--- src/rtl/prewish_pattern_blinker_pkg.sv ---
// Shared constants for the prewish pattern blinker and its prescaler.
package prewish_pattern_blinker_pkg;
   localparam int PREWISH_DAT_W = 8;
   localparam logic [PREWISH_DAT_W-1:0] PREWISH_CMD_STOP = 8'h00;
   localparam logic [0:0] ST_IDLE = 1'b0;
   localparam logic [0:0] ST_RUN = 1'b1;
   localparam logic [2:0] BIT_MSB = 3'd7;
endpackage

--- src/rtl/prewish_pattern_blinker_prescaler.sv ---
// Free-running divider with enable and synchronous clear.
import prewish_pattern_blinker_pkg::*;

module prewish_prescaler #(
   parameter int PRESCALE_BITS = 17
) (
   input  logic clk,
   input  logic rst,
   input  logic en,
   input  logic clr,
   output logic tick
);
   localparam logic [PRESCALE_BITS-1:0] ONE = 1;

   logic [PRESCALE_BITS-1:0] cnt;

   assign tick = en && (&cnt);

   always_ff @(posedge clk or posedge rst) begin
      if (rst) begin
         cnt <= '0;
      end else if (clr) begin
         cnt <= '0;
      end else if (en) begin
         cnt <= cnt + ONE;
      end
   end
endmodule

--- src/rtl/prewish_pattern_blinker.sv ---
// Shifts a command byte out MSB first on one LED pin, repeating,
// with replacements deferred to the pattern boundary.
import prewish_pattern_blinker_pkg::*;

module prewish_pattern_blinker #(
   parameter int PRESCALE_BITS = 17
) (
   input  logic                     CLK_I,
   input  logic                     RST_I,
   input  logic                     STB_I,
   input  logic [PREWISH_DAT_W-1:0] DAT_I,
   output logic                     STB_O,
   output logic [PREWISH_DAT_W-1:0] DAT_O,
   output logic                     o_led,
   output logic                     o_alive
);
   logic [0:0]               state;
   logic [PREWISH_DAT_W-1:0] active;
   logic [PREWISH_DAT_W-1:0] pending;
   logic                     pend_v;
   logic [2:0]               bit_idx;
   logic                     stb_q;
   logic                     alive_q;

   logic running;
   logic tick;
   logic wrap;
   logic stop;
   logic load;
   logic pre_clr;

   assign running = (state == ST_RUN);
   assign stop    = STB_I && (DAT_I == PREWISH_CMD_STOP);
   assign load    = STB_I && (DAT_I != PREWISH_CMD_STOP);
   assign wrap    = tick && (bit_idx == 3'd0);
   assign pre_clr = stop || (!running && load);

   prewish_prescaler #(
      .PRESCALE_BITS(PRESCALE_BITS)
   ) u_pre (
      .clk (CLK_I),
      .rst (RST_I),
      .en  (running),
      .clr (pre_clr),
      .tick(tick)
   );

   always_ff @(posedge CLK_I or posedge RST_I) begin
      if (RST_I) begin
         state   <= ST_IDLE;
         active  <= '0;
         pending <= '0;
         pend_v  <= 1'b0;
         bit_idx <= BIT_MSB;
         stb_q   <= 1'b0;
         alive_q <= 1'b0;
      end else begin
         stb_q <= 1'b0;
         if (stop) begin
            state   <= ST_IDLE;
            active  <= '0;
            pend_v  <= 1'b0;
            bit_idx <= BIT_MSB;
            stb_q   <= 1'b1;
         end else if (!running) begin
            if (load) begin
               state   <= ST_RUN;
               active  <= DAT_I;
               bit_idx <= BIT_MSB;
               stb_q   <= 1'b1;
            end
         end else begin
            if (tick) begin
               bit_idx <= bit_idx - 3'd1;
            end
            // A write landing on the wrap skips pending entirely.
            if (wrap) begin
               alive_q <= ~alive_q;
               if (load) begin
                  active <= DAT_I;
                  pend_v <= 1'b0;
                  stb_q  <= 1'b1;
               end else if (pend_v) begin
                  active <= pending;
                  pend_v <= 1'b0;
                  stb_q  <= 1'b1;
               end
            end else if (load) begin
               pending <= DAT_I;
               pend_v  <= 1'b1;
            end
         end
      end
   end

   assign STB_O   = stb_q;
   assign DAT_O   = active;
   assign o_led   = running && active[bit_idx];
   assign o_alive = alive_q;
endmodule

--- config.mk ---
export PLATFORM = sky130hd
export DESIGN_NAME = prewish_pattern_blinker
export DESIGN_NICKNAME = d
export VERILOG_FILES = /design/src/rtl/prewish_pattern_blinker_pkg.sv /design/src/rtl/prewish_pattern_blinker_prescaler.sv /design/src/rtl/prewish_pattern_blinker.sv
export SDC_FILE = /design/constraint.sdc
export NUM_CORES = 1
export LEC_CHECK = 0
export BUFFER_PORTS_ARGS = -buffer_cell sky130_fd_sc_hd__buf_2
export CORE_MARGIN = 2
export CORE_UTILIZATION = 25
export DETAILED_ROUTE_END_ITERATION = 8
export GPL_TIMING_DRIVEN = 0
export HOLD_SLACK_MARGIN = 0.05
export PLACE_DENSITY = 0.43
export SLEW_MARGIN = 40
export SYNTH_ARGS = -nofsm -noshare
export SYNTH_HDL_FRONTEND = slang
export SYNTH_SLANG_ARGS = --single-unit
--- constraint.sdc ---
create_clock -name CLK_I -period 6.26 [get_ports CLK_I]
set_input_delay 0.939 -clock CLK_I [delete_from_list [all_inputs] [get_ports CLK_I]]
set_output_delay 0.939 -clock CLK_I [all_outputs]
set_load 0.02 [all_outputs]
==> results.sh, run 1 <==
export IMPL_postCtsHoldBufs=0
export IMPL_instances_no_fill=316
export IMPL_setup_violations=0
export IMPL_htreeDepth=2
export IMPL_power_uw=650
export IMPL_cp_end_kind="flop"
export IMPL_synthToLayoutAreaGrowth_pct=15.8
export IMPL_ys_warnings_count=0
export IMPL_start_kind="flop"
export IMPL_numCtsBuffers=5
export IMPL_cts_sinks=40
export IMPL_wl_per_cell_microns=14.2
export IMPL_root_buffer="clkbuf_8"
export IMPL_cts_tree="yes"
export IMPL_hold_class="reg2reg"
export IMPL_drtIter0Drc=56
export IMPL_status="complete, no violations"
export IMPL_drive_above_1_share_pct=30.8
export IMPL_final_util_pct=30.2
export IMPL_yosysSeqAreaShare_pct=49.3
export IMPL_fmax_mhz=355
export IMPL_slew_headroom_pct=58.1
export IMPL_die_x_microns=94.3
export IMPL_grt_pass1_wl_microns=7760
export IMPL_drc=0
export IMPL_p_leak_nw=1.02
export IMPL_rows=32
export IMPL_antenna_found_initial=0
export IMPL_drv_cap=0
export IMPL_powerDensity_nw_per_um2=275
export IMPL_synth_cell_type_count=32
export IMPL_dp_worst_setup_slack_ns=3.45
export IMPL_crit_required_ns=6.45
export IMPL_ys_seq_elements=40
export IMPL_dp_hpwl_microns=3130
export IMPL_start_util_pct=26.1
export IMPL_syn_area_per_cell_sq_um=11.0
export IMPL_rsz0062_at_grt="false"
export IMPL_die_height_microns=94.3
export IMPL_crit_path_frequent_cell="ha_1"
export IMPL_slowest_stage="dfrtp_1"
export IMPL_grt_max_degree=41
export IMPL_first_pass_iters=4
export IMPL_finalWirelength_microns=4480
export IMPL_fin_skew_ns=0.0113
export IMPL_timing_setup_tns_ns=0
export IMPL_final_hold_viol_count=0
export IMPL_timing_critical_path_arrival_ns=3.01
export IMPL_die_area_sq_um=8890
export IMPL_regArea_sq_um=1000
export IMPL_port_buffers=21
export IMPL_clk_latency_ns=0.30
export IMPL_post_cts_buffers=0
export IMPL_antenna_cells=0
export IMPL_setup_ws_ns=3.44
export IMPL_period_needed_ns=2.82
export IMPL_cp_slowest_stage_delay_ns=0.40
export IMPL_vias=1497
export IMPL_synth_cells=185
export IMPL_worstSetupPathType="reg2reg"
export IMPL_place_congestion=0.747
export IMPL_critical_path_peak_fanout=9
export IMPL_multi_input_area_sq_um=997
export IMPL_r2r_slack_ns=3.44
export IMPL_clock_tree_buffer_depth=2
export IMPL_core_area_sq_um=7810
export IMPL_netlist_area_sq_um=2040
export IMPL_max_vdd_ir_drop_mv=0.128
export IMPL_syn_num_nets=200
export IMPL_cts_resized=0
export IMPL_slew_violations=0
export IMPL_vias_per_cell=4.74
export IMPL_post_route_period_util_pct=45.0
export IMPL_grt_remaining_overflow=0
export IMPL_ant_nets=0
export IMPL_fin_nets=228
export IMPL_num_io_pins=22
export IMPL_crit_chain="ha_1 > nand3_1 > nor2_1 > and3_1 > ha_1 > and4b_1 > a21oi_1 > a31oi_4 > mux2_2"
export IMPL_tightest_slew_ns=0.623
export IMPL_first_global_vias=1592
export IMPL_path_clk_slew_ns=0.08
export IMPL_num_fill_cells=817
export IMPL_dp_cells=308
export IMPL_track_usage_pct=11.3
-- cell usage in the layout, fill, tap and decap left out, types with 4 or more instances in the layout --
master    count
buf_2        22
o21ai_0       9
nand2_1      17
nor3_1        9
nand3_1       7
xnor2_1       7
dfrtp_1      37
a21oi_1       7
nor4_1        6
inv_1         5
a22o_1        5
nor2_1       14
ha_1          4
mux2_2       24
clkbuf_8      5
-- cells by family after synthesis --
group | count (synthesis) | share of synthesized area [%]
buffers and inverters | 9 | 1.72
muxes | 27 | 16.0
and+or+nand+nor | 67 | 17.1
DFF | 40 | 49.3
AOI/OAI and AO/OA | 28 | 9.15
xor gates and xnor gates | 10 | 4.30
adders and majority gates | 4 | 2.46
-- path summary, 6_finish.rpt --
check,startpoint,endpoint,depth (start not counted)
worst max-delay path,u_pre.cnt[0]$_DFFE_PP0P_,DAT_O[0]$_DFFE_PP0P_,9
worst min-delay path,o_alive$_DFFE_PP0P_,o_alive$_DFFE_PP0P_,1
worst max register to register,u_pre.cnt[0]$_DFFE_PP0P_,DAT_O[0]$_DFFE_PP0P_,9
worst min register to register,o_alive$_DFFE_PP0P_,o_alive$_DFFE_PP0P_,1
max in group asynchronous,RST_I,bit_idx[1]$_DFFE_PP1P_,2
min in group asynchronous,RST_I,pending[5]$_DFFE_PP0P_,2
-- metal layers --
| layer | vias to the layer above | share of wire [%] | global-route usage, % |
|---|---|---|---|
| met5 | - | 0 | 0 |
| met4 | 0 | 0.83 | 2.54 |
| met3 | 4 | 4.8 | 3.69 |
| met2 | 34 | 45 | 17.9 |
| met1 | 729 | 49 | 15.0 |
| li1 | 730 | - | - |
-- area by class of cell --
cell class / count / area share, %
plain buffers: 3 / 0.530
clock buffers: 5 / 2.92
clock inverters: 3 / 0.795
inverters: 6 / 1.06
multi-input cells: 136 / 42.3
flip-flops and latches: 40 / 42.6
well taps: 102 / 5.41
repair buffers: 21 / 4.45
-- report_power, final --
group,switching (mW),internal [mW]
clock,0.0967,0.0777
sequential,0.0436,0.301
combinational,0.0649,0.0659
-- worst max-delay path, delay by kind of cell, from the launching register on --
family / cells / cell delay (ns)
and+or+nand+nor: 4 / 0.94
adders and majority gates: 2 / 0.51
AOI/OAI and AO/OA: 2 / 0.48
DFF: 1 / 0.40
muxes: 1 / 0.38
-- cell usage after synthesis (all sizes together) --
library cell / count / share of area, %
a21o: 2 / 0.74
a21oi: 7 / 1.7
a22o: 5 / 2.1
a31oi: 1 / 1.0
and3: 3 / 0.92
and4b: 1 / 0.49
buf: 1 / 0.25
clkbuf: 2 / 0.37
dfrtp: 37 / 45
dfstp: 3 / 3.9
ha: 4 / 2.5
inv: 6 / 1.1
mux2: 24 / 13
mux2i: 1 / 0.49
mux4: 2 / 2.2
nand2: 17 / 3.1
nand3: 7 / 1.7
nand4: 4 / 1.5
nand4b: 1 / 0.43
nor2: 14 / 2.6
nor2b: 1 / 0.31
nor3: 9 / 2.2
nor4: 6 / 1.8
o21ai: 9 / 2.2
o22ai: 3 / 0.92
o31ai: 1 / 0.37
or2: 1 / 0.43
or3: 1 / 0.37
or4: 2 / 1.1
xnor2: 7 / 3.0
xor2: 3 / 1.3
-- flip-flops by register name (all words and copies together) (netlist names), named ones only --
signal,flops
pending,8
pend_v,1
bit_idx,3
o_alive,1
DAT_O,8
u_pre.cnt,17
STB_O,1
-- metrics by stage --
step / cell area, sq um / hold WS (ns)
6_report: 2360 / 0.495
5_1_grt: 2360 / 0.531
4_1_cts: 2360 / 0.510
3_5_place_dp: 2270 / 0.490
3_3_place_gp: 2270 / 0.464
2_1_floorplan: 2040 / 0.474
Power figures use the tool's default switching activity.
==> run 2, diff against run 1 <==
- clock period: 6.26 -> 2.6 ns (I/O delays scaled with it)
==> results.sh, run 2 (synthesized netlist as in run 1, its figures left out) <==
export IMPL_status="complete, no violations"
export IMPL_rsz0062_at_grt="false"
export IMPL_track_usage_pct=11.3
export IMPL_htreeDepth=2
export IMPL_port_buffers=21
export IMPL_ant_nets=0
export IMPL_crit_required_ns=2.79
export IMPL_grt_max_degree=41
export IMPL_final_common_cell="dfrtp_1"
export IMPL_fin_skew_ns=0.0110
export IMPL_start_util_pct=26.1
export IMPL_holdWs_ns=0.119
export IMPL_cp_slowest_stage_delay_ns=0.40
export IMPL_place_area_sq_um=2270
export IMPL_dp_cells=308
export IMPL_hold_class="in2async"
export IMPL_path_clk_slew_ns=0.08
export IMPL_grt_remaining_overflow=0
export IMPL_start_kind="flop"
export IMPL_numCtsBuffers=5
export IMPL_slew_violations=0
export IMPL_worstSetupPathType="reg2reg"
export IMPL_rr_startpoint="u_pre.cnt[1]$_DFFE_PP0P_"
export IMPL_dp_hpwl_microns=3130
export IMPL_max_vdd_ir_drop_mv=0.310
export IMPL_finalWirelength_microns=4520
export IMPL_critPathTopFamily="simple AND/OR/NAND/NOR gates"
export IMPL_powerDensity_nw_per_um2=653
export IMPL_drc=0
export IMPL_setup_violations=0
export IMPL_cts_tree="yes"
export IMPL_cp_end_kind="flop"
export IMPL_final_cell_mix="dfrtp_1 (37), mux2_2 (24), buf_2 (22)"
export IMPL_final_cell_area_sq_um=2420
export IMPL_r2r_slack_ns=0.15
export IMPL_antenna_cells=0
export IMPL_vias=1521
export IMPL_die_x_microns=94.3
export IMPL_clk_latency_ns=0.30
export IMPL_final_util_pct=31.1
export IMPL_drv_cap=0
export IMPL_slew_headroom_pct=57.9
export IMPL_dp_worst_setup_slack_ns=-0.210
export IMPL_period_needed_ns=2.45
export IMPL_num_io_pins=22
export IMPL_power_mw=1.58
export IMPL_first_pass_iters=4
export IMPL_synthToLayoutAreaGrowth_pct=19.0
export IMPL_r2r_end="DAT_O[0]$_DFFE_PP0P_"
export IMPL_root_buffer="clkbuf_8"
export IMPL_tightest_slew_ns=0.626
export IMPL_final_hold_viol_count=0
export IMPL_reg2reg_depth=10
export IMPL_antenna_found_initial=0
export IMPL_setup_ws_ns=0.146
export IMPL_top_register="u_pre.cnt"
export IMPL_instances_no_fill=319
export IMPL_rows=32
export IMPL_slowest_stage="dfrtp_1"
export IMPL_fmax_mhz=407
export IMPL_vias_per_cell=4.77
export IMPL_core_area_sq_um=7810
export IMPL_timing_critical_path_arrival_ns=2.64
export IMPL_place_congestion=0.747
export IMPL_wl_per_cell_microns=14.2
export IMPL_first_global_vias=1589
export IMPL_startpoint="u_pre.cnt[1]$_DFFE_PP0P_"
export IMPL_die_area_sq_um=8890
export IMPL_post_route_period_util_pct=94.4
export IMPL_die_height_microns=94.3
export IMPL_clock_tree_buffer_depth=2
export IMPL_drive_above_1_share_pct=33.6
export IMPL_fin_nets=231
export IMPL_timing_setup_tns_ns=0
export IMPL_crit_chain="ha_2 > nand3_4 > nor2_2 > and3_1 > ha_4 > and4b_1 > a21oi_1 > a31oi_4 > buf_12 > mux2_2"
export IMPL_num_fill_cells=811
export IMPL_p_leak_nw=1.03
export IMPL_path_buf_inv=1
export IMPL_largest_register_ffs=17
export IMPL_cts_sinks=40
export IMPL_critical_path_peak_fanout=9
export IMPL_grt_pass1_wl_microns=7790
export IMPL_drtIter0Drc=50
## run 2: worst max-delay path by stage
stage                     cells past startpoint                    to  slack [ns]
after detailed placement                      9  DAT_O[1]$_DFFE_PP0P_       -0.21
after floorplan                               9  DAT_O[0]$_DFFE_PP0P_        0.26
after global placement                        9  DAT_O[6]$_DFFE_PP0P_       -0.27
after global routing                         10  DAT_O[0]$_DFFE_PP0P_        0.04
final                                        10  DAT_O[0]$_DFFE_PP0P_        0.15
after CTS                                    10  DAT_O[0]$_DFFE_PP0P_       0.003
## run 2: metal layers
layer / global-route usage [%] / routed length [microns] / vias to the layer above / share of wire, %
li1: - / - / 735 / -
met3: 3.69 / 211 / 4 / 4.7
met4: 2.54 / 29 / 0 / 0.64
met5: 0 / 0 / - / 0
met2: 17.8 / 2060 / 33 / 46
met1: 15.2 / 2220 / 749 / 49
## run 2: final cells by class
cell class              count  area, sq um  share of cell area [%]
flip-flops and latches     40         1000                    41.4
repair buffers             24          140                    5.78
plain buffers               3         12.5                   0.516
clock inverters             3         18.8                   0.774
clock buffers               5         68.8                    2.84
inverters                   6         25.0                    1.03
multi-input cells         136         1030                    42.4
well taps                 102          128                    5.26
## run 2: timing repair
item | 4_1_cts | 5_1_grt
gates cloned | 0 | 0
gates resized for setup | 2 | 4
endpoints found under the setup margin | 16 | 16
pin swaps | 1 | 0
setup buffers | 2 | 1
hold buffers | 0 | 0
## run 2: power by group
part | total (mW) | switching (mW) | internal [mW]
clock network | 0.417 | 0.230 | 0.187
logic | 0.330 | 0.162 | 0.169
registers | 0.837 | 0.113 | 0.724
total | 1.58 | 0.504 | 1.08
